[config.mk]
export PLATFORM = sky130hd
export DESIGN_NAME = tile_sched_flat
export DESIGN_NICKNAME = d
export VERILOG_FILES = /design/src/rtl/tile_sched_pkg.sv /design/src/rtl/tile_sched_if.sv /design/src/rtl/tile_sched_counter.sv /design/src/rtl/tile_sched.sv /design/src/flat_wrapper.sv
export SDC_FILE = /design/constraint.sdc
export NUM_CORES = 1
export LEC_CHECK = 0
export ABC_CLOCK_PERIOD_IN_PS = 2900
export BUFFER_PORTS_ARGS = -buffer_cell sky130_fd_sc_hd__buf_2
export CAP_MARGIN = 20
export CORE_ASPECT_RATIO = 0.5
export CORE_MARGIN = 3
export CORE_UTILIZATION = 35
export CTS_CLUSTER_SIZE = 40
export DETAILED_ROUTE_END_ITERATION = 12
export MAX_ROUTING_LAYER = met4
export PLACE_DENSITY_LB_ADDON = 0.3
export SLEW_MARGIN = 20
export SYNTH_ARGS = -nofsm -noshare
export SYNTH_HDL_FRONTEND = slang
export SYNTH_SLANG_ARGS = --single-unit
[constraint.sdc]
create_clock -name clk -period 2.9 [get_ports clk]
set_input_delay 0.29 -clock clk [delete_from_list [all_inputs] [get_ports clk]]
set_output_delay 0.29 -clock clk [all_outputs]
set_load 0.005 [all_outputs]
[src/rtl/tile_sched_pkg.sv]
// tile_sched_pkg: shared types for the layer tile scheduler.
// Holds the FSM state enum, the layer descriptor and default widths.
package tile_sched_pkg;

  localparam int TS_ROW_W  = 16;
  localparam int TS_TILE_W = 8;

  typedef enum logic [2:0] {
    S_IDLE,
    S_ISSUE,
    S_RUN,
    S_NEXT,
    S_DONE
  } tile_sched_state_t;

  typedef struct packed {
    logic [TS_ROW_W-1:0]  num_row;
    logic [TS_TILE_W-1:0] num_wtile;
    logic [TS_TILE_W-1:0] num_itile;
    logic                 dbuf;
  } tile_cfg_t;

endpackage

[src/rtl/tile_sched_if.sv]
// tile_sched_if: descriptor handshake, compute controller and status bus.
// slave = scheduler side, master = decoder / controller side.
interface tile_sched_if #(
  parameter int DATA_WIDTH = 16,
  parameter int TILE_W     = 8
);
  logic                  cfg_valid;
  logic                  cfg_ready;
  logic [DATA_WIDTH-1:0] cfg_num_row;
  logic [TILE_W-1:0]     cfg_num_wtile;
  logic [TILE_W-1:0]     cfg_num_itile;
  logic                  cfg_dbuf;
  logic                  ctrl_en;
  logic                  ctrl_weight_fill;
  logic                  ctrl_weight_change;
  logic [DATA_WIDTH-1:0] ctrl_num_row;
  logic                  fill_done;
  logic                  sys_done;
  logic                  busy;
  logic                  layer_done;
  logic [TILE_W-1:0]     wtile_idx;
  logic [TILE_W-1:0]     itile_idx;
  logic                  cfg_err;

  modport slave (
    input  cfg_valid, cfg_num_row, cfg_num_wtile,
    input  cfg_num_itile, cfg_dbuf,
    input  fill_done, sys_done,
    output cfg_ready, ctrl_en, ctrl_weight_fill,
    output ctrl_weight_change, ctrl_num_row,
    output busy, layer_done, wtile_idx, itile_idx,
    output cfg_err
  );

  modport master (
    output cfg_valid, cfg_num_row, cfg_num_wtile,
    output cfg_num_itile, cfg_dbuf,
    output fill_done, sys_done,
    input  cfg_ready, ctrl_en, ctrl_weight_fill,
    input  ctrl_weight_change, ctrl_num_row,
    input  busy, layer_done, wtile_idx, itile_idx,
    input  cfg_err
  );
endinterface

[src/rtl/tile_sched_counter.sv]
// tile_counter: nested input/weight tile index counter with wrap.
// Ports: clr/step controls, tile limits in, indices and last flags out.
module tile_counter #(
  parameter int W = 8
) (
  input  logic         clk,
  input  logic         rstn,
  input  logic         clr,
  input  logic         step,
  input  logic [W-1:0] num_itile,
  input  logic [W-1:0] num_wtile,
  output logic [W-1:0] itile_idx,
  output logic [W-1:0] wtile_idx,
  output logic         itile_last,
  output logic         wtile_last,
  output logic         last
);

  assign itile_last = itile_idx == num_itile - W'(1);
  assign wtile_last = wtile_idx == num_wtile - W'(1);
  assign last       = itile_last && wtile_last;

  always_ff @(posedge clk) begin
    if (!rstn || clr) begin
      itile_idx <= '0;
      wtile_idx <= '0;
    end else if (step) begin
      if (itile_last) begin
        itile_idx <= '0;
        wtile_idx <= wtile_last ? '0 : wtile_idx + W'(1);
      end else begin
        itile_idx <= itile_idx + W'(1);
      end
    end
  end

endmodule

[src/rtl/tile_sched.sv]
// tile_sched: sequences tile start pulses over a tiled matmul layer.
// Ports: clk, rstn (sync, active-low), bus (descriptor/ctrl/status).
module tile_sched
  import tile_sched_pkg::*;
#(
  parameter int DATA_WIDTH = TS_ROW_W,
  parameter int TILE_W     = TS_TILE_W
) (
  input logic         clk,
  input logic         rstn,
  tile_sched_if.slave bus
);

  tile_sched_state_t     state_q, state_d;
  tile_cfg_t             cfg_q, cfg_d;
  logic [DATA_WIDTH-1:0] row_q, row_d;
  logic pf_pend_q, pf_pend_d;
  logic pf_mark_q, pf_mark_d;
  logic first_q, first_d;
  logic ready_q, ready_d;
  logic en_q, en_d;
  logic fill_q, fill_d;
  logic chg_q, chg_d;
  logic busy_q, busy_d;
  logic done_q, done_d;
  logic err_q, err_d;
  logic cnt_clr, cnt_step, pf_set;
  logic cfg_zero, row_end;
  logic i_last, w_last, t_last;
  logic [TILE_W-1:0] w_idx, i_idx;

  tile_counter #(.W(TILE_W)) u_cnt (
    .clk        (clk),
    .rstn       (rstn),
    .clr        (cnt_clr),
    .step       (cnt_step),
    .num_itile  (cfg_q.num_itile),
    .num_wtile  (cfg_q.num_wtile),
    .itile_idx  (i_idx),
    .wtile_idx  (w_idx),
    .itile_last (i_last),
    .wtile_last (w_last),
    .last       (t_last)
  );

  assign cfg_zero = (bus.cfg_num_row == '0)
                 || (bus.cfg_num_wtile == '0)
                 || (bus.cfg_num_itile == '0);
  assign row_end  = row_q == cfg_q.num_row - DATA_WIDTH'(1);

  always_comb begin
    state_d   = state_q;
    cfg_d     = cfg_q;
    row_d     = row_q;
    pf_pend_d = pf_pend_q;
    pf_mark_d = pf_mark_q;
    first_d   = 1'b0;
    ready_d   = 1'b0;
    en_d      = 1'b0;
    fill_d    = 1'b0;
    chg_d     = 1'b0;
    busy_d    = busy_q;
    done_d    = 1'b0;
    err_d     = 1'b0;
    cnt_clr   = 1'b0;
    cnt_step  = 1'b0;
    pf_set    = 1'b0;
    unique case (state_q)
      S_IDLE: begin
        ready_d = 1'b1;
        if (bus.cfg_valid) begin
          cfg_d.num_row   = bus.cfg_num_row;
          cfg_d.num_wtile = bus.cfg_num_wtile;
          cfg_d.num_itile = bus.cfg_num_itile;
          cfg_d.dbuf      = bus.cfg_dbuf;
          if (cfg_zero) begin
            err_d = 1'b1;
          end else begin
            ready_d   = 1'b0;
            busy_d    = 1'b1;
            cnt_clr   = 1'b1;
            row_d     = '0;
            pf_pend_d = 1'b0;
            pf_mark_d = 1'b0;
            state_d   = S_ISSUE;
          end
        end
      end
      S_ISSUE: begin
        if (!pf_pend_q) begin
          en_d    = 1'b1;
          first_d = 1'b1;
          if (i_idx == '0) begin
            // a prefetched weight tile is already resident
            fill_d    = !pf_mark_q;
            pf_mark_d = 1'b0;
          end
          state_d = S_RUN;
        end
      end
      S_RUN: begin
        if (first_q && cfg_q.dbuf && i_last && !w_last) begin
          chg_d     = 1'b1;
          pf_set    = 1'b1;
          pf_mark_d = 1'b1;
        end
        if (bus.sys_done) begin
          if (row_end) begin
            row_d   = '0;
            state_d = S_NEXT;
          end else begin
            row_d = row_q + DATA_WIDTH'(1);
          end
        end
      end
      S_NEXT: begin
        cnt_step = 1'b1;
        state_d  = t_last ? S_DONE : S_ISSUE;
      end
      S_DONE: begin
        done_d  = 1'b1;
        busy_d  = 1'b0;
        ready_d = 1'b1;
        state_d = S_IDLE;
      end
      default: begin
        ready_d = 1'b1;
        busy_d  = 1'b0;
        state_d = S_IDLE;
      end
    endcase
    // set only happens in the first RUN cycle, so it wins a tie
    if (pf_set) begin
      pf_pend_d = 1'b1;
    end else if (bus.fill_done) begin
      pf_pend_d = 1'b0;
    end
  end

  always_ff @(posedge clk) begin
    if (!rstn) begin
      state_q   <= S_IDLE;
      cfg_q     <= '0;
      row_q     <= '0;
      pf_pend_q <= 1'b0;
      pf_mark_q <= 1'b0;
      first_q   <= 1'b0;
      ready_q   <= 1'b1;
      en_q      <= 1'b0;
      fill_q    <= 1'b0;
      chg_q     <= 1'b0;
      busy_q    <= 1'b0;
      done_q    <= 1'b0;
      err_q     <= 1'b0;
    end else begin
      state_q   <= state_d;
      cfg_q     <= cfg_d;
      row_q     <= row_d;
      pf_pend_q <= pf_pend_d;
      pf_mark_q <= pf_mark_d;
      first_q   <= first_d;
      ready_q   <= ready_d;
      en_q      <= en_d;
      fill_q    <= fill_d;
      chg_q     <= chg_d;
      busy_q    <= busy_d;
      done_q    <= done_d;
      err_q     <= err_d;
    end
  end

  assign bus.cfg_ready          = ready_q;
  assign bus.ctrl_en            = en_q;
  assign bus.ctrl_weight_fill   = fill_q;
  assign bus.ctrl_weight_change = chg_q;
  assign bus.ctrl_num_row       = cfg_q.num_row;
  assign bus.busy               = busy_q;
  assign bus.layer_done         = done_q;
  assign bus.wtile_idx          = w_idx;
  assign bus.itile_idx          = i_idx;
  assign bus.cfg_err            = err_q;

endmodule

[src/flat_wrapper.sv]
// flat-port wrapper written by rule: the top's interface ports become plain ports
module tile_sched_flat import tile_sched_pkg::*;
#(
  parameter int DATA_WIDTH = TS_ROW_W,
  parameter int TILE_W     = TS_TILE_W
)
  (clk, rstn, bus_cfg_valid, bus_cfg_num_row, bus_cfg_num_wtile, bus_cfg_num_itile, bus_cfg_dbuf, bus_fill_done, bus_sys_done, bus_cfg_ready, bus_ctrl_en, bus_ctrl_weight_fill, bus_ctrl_weight_change, bus_ctrl_num_row, bus_busy, bus_layer_done, bus_wtile_idx, bus_itile_idx, bus_cfg_err);
  tile_sched_if #(.DATA_WIDTH(DATA_WIDTH), .TILE_W(TILE_W)) bus_i ();
  input logic clk;
  input logic rstn;
  input wire logic [$bits(bus_i.cfg_valid)-1:0] bus_cfg_valid;
  input wire logic [$bits(bus_i.cfg_num_row)-1:0] bus_cfg_num_row;
  input wire logic [$bits(bus_i.cfg_num_wtile)-1:0] bus_cfg_num_wtile;
  input wire logic [$bits(bus_i.cfg_num_itile)-1:0] bus_cfg_num_itile;
  input wire logic [$bits(bus_i.cfg_dbuf)-1:0] bus_cfg_dbuf;
  input wire logic [$bits(bus_i.fill_done)-1:0] bus_fill_done;
  input wire logic [$bits(bus_i.sys_done)-1:0] bus_sys_done;
  output wire logic [$bits(bus_i.cfg_ready)-1:0] bus_cfg_ready;
  output wire logic [$bits(bus_i.ctrl_en)-1:0] bus_ctrl_en;
  output wire logic [$bits(bus_i.ctrl_weight_fill)-1:0] bus_ctrl_weight_fill;
  output wire logic [$bits(bus_i.ctrl_weight_change)-1:0] bus_ctrl_weight_change;
  output wire logic [$bits(bus_i.ctrl_num_row)-1:0] bus_ctrl_num_row;
  output wire logic [$bits(bus_i.busy)-1:0] bus_busy;
  output wire logic [$bits(bus_i.layer_done)-1:0] bus_layer_done;
  output wire logic [$bits(bus_i.wtile_idx)-1:0] bus_wtile_idx;
  output wire logic [$bits(bus_i.itile_idx)-1:0] bus_itile_idx;
  output wire logic [$bits(bus_i.cfg_err)-1:0] bus_cfg_err;
  assign bus_i.cfg_valid = bus_cfg_valid;
  assign bus_i.cfg_num_row = bus_cfg_num_row;
  assign bus_i.cfg_num_wtile = bus_cfg_num_wtile;
  assign bus_i.cfg_num_itile = bus_cfg_num_itile;
  assign bus_i.cfg_dbuf = bus_cfg_dbuf;
  assign bus_i.fill_done = bus_fill_done;
  assign bus_i.sys_done = bus_sys_done;
  assign bus_cfg_ready = bus_i.cfg_ready;
  assign bus_ctrl_en = bus_i.ctrl_en;
  assign bus_ctrl_weight_fill = bus_i.ctrl_weight_fill;
  assign bus_ctrl_weight_change = bus_i.ctrl_weight_change;
  assign bus_ctrl_num_row = bus_i.ctrl_num_row;
  assign bus_busy = bus_i.busy;
  assign bus_layer_done = bus_i.layer_done;
  assign bus_wtile_idx = bus_i.wtile_idx;
  assign bus_itile_idx = bus_i.itile_idx;
  assign bus_cfg_err = bus_i.cfg_err;
  tile_sched #(.DATA_WIDTH(DATA_WIDTH), .TILE_W(TILE_W)) u_core (.clk(clk), .rstn(rstn), .bus(bus_i));
endmodule
==> results.toml <==
[worst_setup_path]
required_ns = 3.09
crit_type = "reg -> reg"
r2r-start = "u_core.bus.ctrl_num_row[0]"
cp_max_fo = 9
cp_cell_sequence = "or4_1 > nor4_1 > xnor2_1 > and4_1 > o2111ai_2 > nor3_4 > nor4_1"
cp_slowest_cell = "or4_1"
critPathLaunchType = "flip-flop"
crit_top_cell = "nor4_1"
r2r_setup_slack_ns = 0.23
path_buf_inv = 0
cpPeakStageDelay_ns = 0.72
crit_path_start = "u_core.bus.ctrl_num_row[0]"
cp-end-kind = "flip-flop"
timing.rr.end = "u_core.row_q[2]"
r2r_cells = 7
critPathTopFamily = "simple AND/OR/NAND/NOR gates"
crit_arrival_ns = 2.85
endpoint = "u_core.row_q[2]"
path_depth = 7

[placement]
port_buffers = 76
dpl.hpwl_um = 8870
place_inst = 778
dp_worst_setup_slack_ns = 0.249
placed_area_um2 = 4940
place_congestion = 0.870

[layout]
drive_gt1_share_pct = 18.8
area_growth_pct = 16.0
diodes = 0
fin_area_um2 = 5240
nFillCells = 1241
nNetsFinal = 669
post_layout_nonfiller_instances = 794
fin_util_pct = 43.0

[logic_synthesis]
synth_common_cells = "nand2_1 (97), dfxtp_1 (77), a21oi_1 (54)"
seq_area_frac_synth_pct = 34.1
netlist_area_um2 = 4520
synth.most_common_cell = "nand2_1"
syn_nets = 619
yosysTopAreaCell = "dfxtp_1"
postSynth.asyncResetShare_pct = 0
yosysWarnings = 0
synthCells = 574
ys.flop_type = "dfxtp_1"
synth_area_leaders = "dfxtp_1 (34%), xnor2_1 (8.3%), nand2_1 (8.1%), a21oi_1 (6.0%), nor4_1 (3.9%)"
synth_top_area_share_pct = 34.1
synth-edff-count = 0
synthDistinctLibCells = 59
syn_area_per_cell_um2 = 7.88
ys_seq_elements = 77

[power_and_ir_drop]
combinationalPowerShare_pct = 24.2
power_mw = 3.16
p_leak_nw = 1.98
switchingPower_uw = 971
share_seq_of_total_power_pct = 38.6
p_clk_share_pct = 37.2
p_int_mw = 2.19
ir_worst_vdd_v = 0.000265
powerDensity_nw_per_um2 = 602
switching_share_pct = 30.7

[sta]
maxSlewViolCount = 0
hold_viol = 0
min_period_ns = 2.67
report.final.setup_viol = 0
relSlewSlack_pct = 54.9
tns_ns = 0
min_period_over_period_pct = 92.0
rsz0062_at_grt = "false"
max_freq_mhz = 375
hold_ws_ns = 0.202
tightest_slew_ns = 0.676
fin_worst_skew_ns = 0.00627
fin_ws_ns = 0.232

[clock_tree]
cts_buffers = 9
max-clock-path-buffers = 2
post_cts_resized = 0
tritoncts = "done"
cts-root-buf = "clkbuf_16"
ctsHoldBuffers = 0
clk_pin_slew_ns = 0.06
h-tree-depth = 3
clk_latency_ns = 0.33
post_cts_buffers = 0
cts_sinks = 77

[die]
start_util_pct = 37.1
fp.dieW_um = 167
dieArea_um2 = 14400
rows = 28
die_h_um = 86.4
ios = 77
fp.coreArea_um2 = 12200

[global_route]
grt_pass1_wl_um = 19600
antenna_found_initial = 0
grt_overflow_total = 0
grt_start_max_net_pins = 38
grt_pass1_vias = 3883
grtUsageTotal_pct = 17.2

[run]
cap_violations = 0

[routing]
avgViaCountPerCell = 5.24
drc = 0
drt-total-wl_um = 11800
drtPass1Iterations = 4
drt_iter0_drc = 223
wl_per_cell_um = 14.8
ant_nets = 0
vias = 4159

[worst_hold_path]
min_path_type = "in -> reg"

[status]
status = "finished, final reports clean"
-- worst register-to-register path: cells and delay by family (launching register included) --
kind	cells	cell delay (ns)
simple gates	5	1.78
flops	1	0.36
compound gates	1	0.20
xor+xnor	1	0.16
-- area by class of cell --
class                   count  area, µm²  area share, %
clock inverters             5       75.1           1.43
clock buffers              11        233           4.44
multi-input cells         435       2680           51.2
repair buffers             84        440           8.40
flip-flops and latches     77       1540           29.4
well taps                 165        206           3.94
inverters                  17       63.8           1.22
-- power groups by stage --
stage          clock network, mW  registers (mW)  logic (mW)
6_report                    1.18            1.22       0.765
5_1_grt                     1.24            1.23       0.859
4_1_cts                     1.20            1.22       0.767
3_5_place_dp                   0            1.24       0.762
3_3_place_gp                   0            1.24       0.749
2_1_floorplan                  0            1.20       0.613
-- metal layers --
| metal | share of wire [%] | track usage (%) | vias up |
|---|---|---|---|
| met3 | 2.8 | 3.87 | 14 |
| met1 | 51 | 22.7 | 1978 |
| met2 | 45 | 27.2 | 64 |
| li1 | - | - | 2103 |
| met5 | 0 | - | - |
| met4 | 1.1 | 3.82 | 0 |
-- sequential cells by signal, summed over array words and instances, names as in the netlist --
name	flops
u_core.bus.ctrl_num_row	16
u_core.first_q	1
u_core.pf_mark_q	1
u_core.pf_pend_q	1
u_core.bus.layer_done	1
u_core.bus.cfg_err	1
u_core.bus.ctrl_weight_change	1
u_core.u_cnt.wtile_idx	8
u_core.u_cnt.itile_idx	8
u_core.bus.ctrl_weight_fill	1
u_core.state_q	3
u_core.row_q	16
u_core.cfg_q	17
u_core.bus.cfg_ready	1
u_core.bus.busy	1
-- how the worst min path moves through the flow --
stage	endpoint	cells past startpoint	slack (ns)	startpoint
detailed placement	u_core.bus.ctrl_weight_fill	1	0.43	u_core.pf_mark_q
global placement	u_core.bus.ctrl_weight_fill	1	0.42	u_core.pf_mark_q
floorplan	u_core.bus.ctrl_weight_fill	1	0.39	u_core.pf_mark_q
CTS	u_core.bus.ctrl_num_row[9]	3	0.20	bus_cfg_num_row[9]
global route	u_core.bus.ctrl_num_row[5]	3	0.21	bus_cfg_num_row[5]
finish	u_core.bus.ctrl_num_row[9]	3	0.20	bus_cfg_num_row[9]
-- layout by cell type, fill, tap and decap left out, drive strengths merged, types with 3 or more instances in the layout --
cell     Yosys  final
a21oi       54     54
and2         6      6
and3         5      5
and4         4      4
buf         21     84
clkbuf      24     11
clkinv       0      3
dfxtp       77     77
ha           7      7
inv         17     17
mux2i        5      5
nand2       97     97
nand2b       4      4
nand3       14     14
nand4       14     14
nor2        36     36
nor2b        4      4
nor3        30     30
nor4        32     32
nor4b        4      4
o2111ai      3      3
o21a         3      3
o21ai       11     11
o31ai        3      3
or3          5      5
or4          6      6
xnor2       43     43
xor2        20     20
-- logic make-up (layout without fill, tap and decap cells) --
kind of cell / count (synthesis) / after routing / share of synthesized area [%]
compound gates: 90 / 90 / 12.3
xor+xnor: 63 / 63 / 12.2
fa+ha+maj: 7 / 7 / 1.94
buf+inv: 62 / 117 / 6.73
flops: 77 / 77 / 34.1
mux: 5 / 5 / 1.11
simple gates: 270 / 270 / 31.6
No activity file was read; power rests on OpenSTA's default activity.
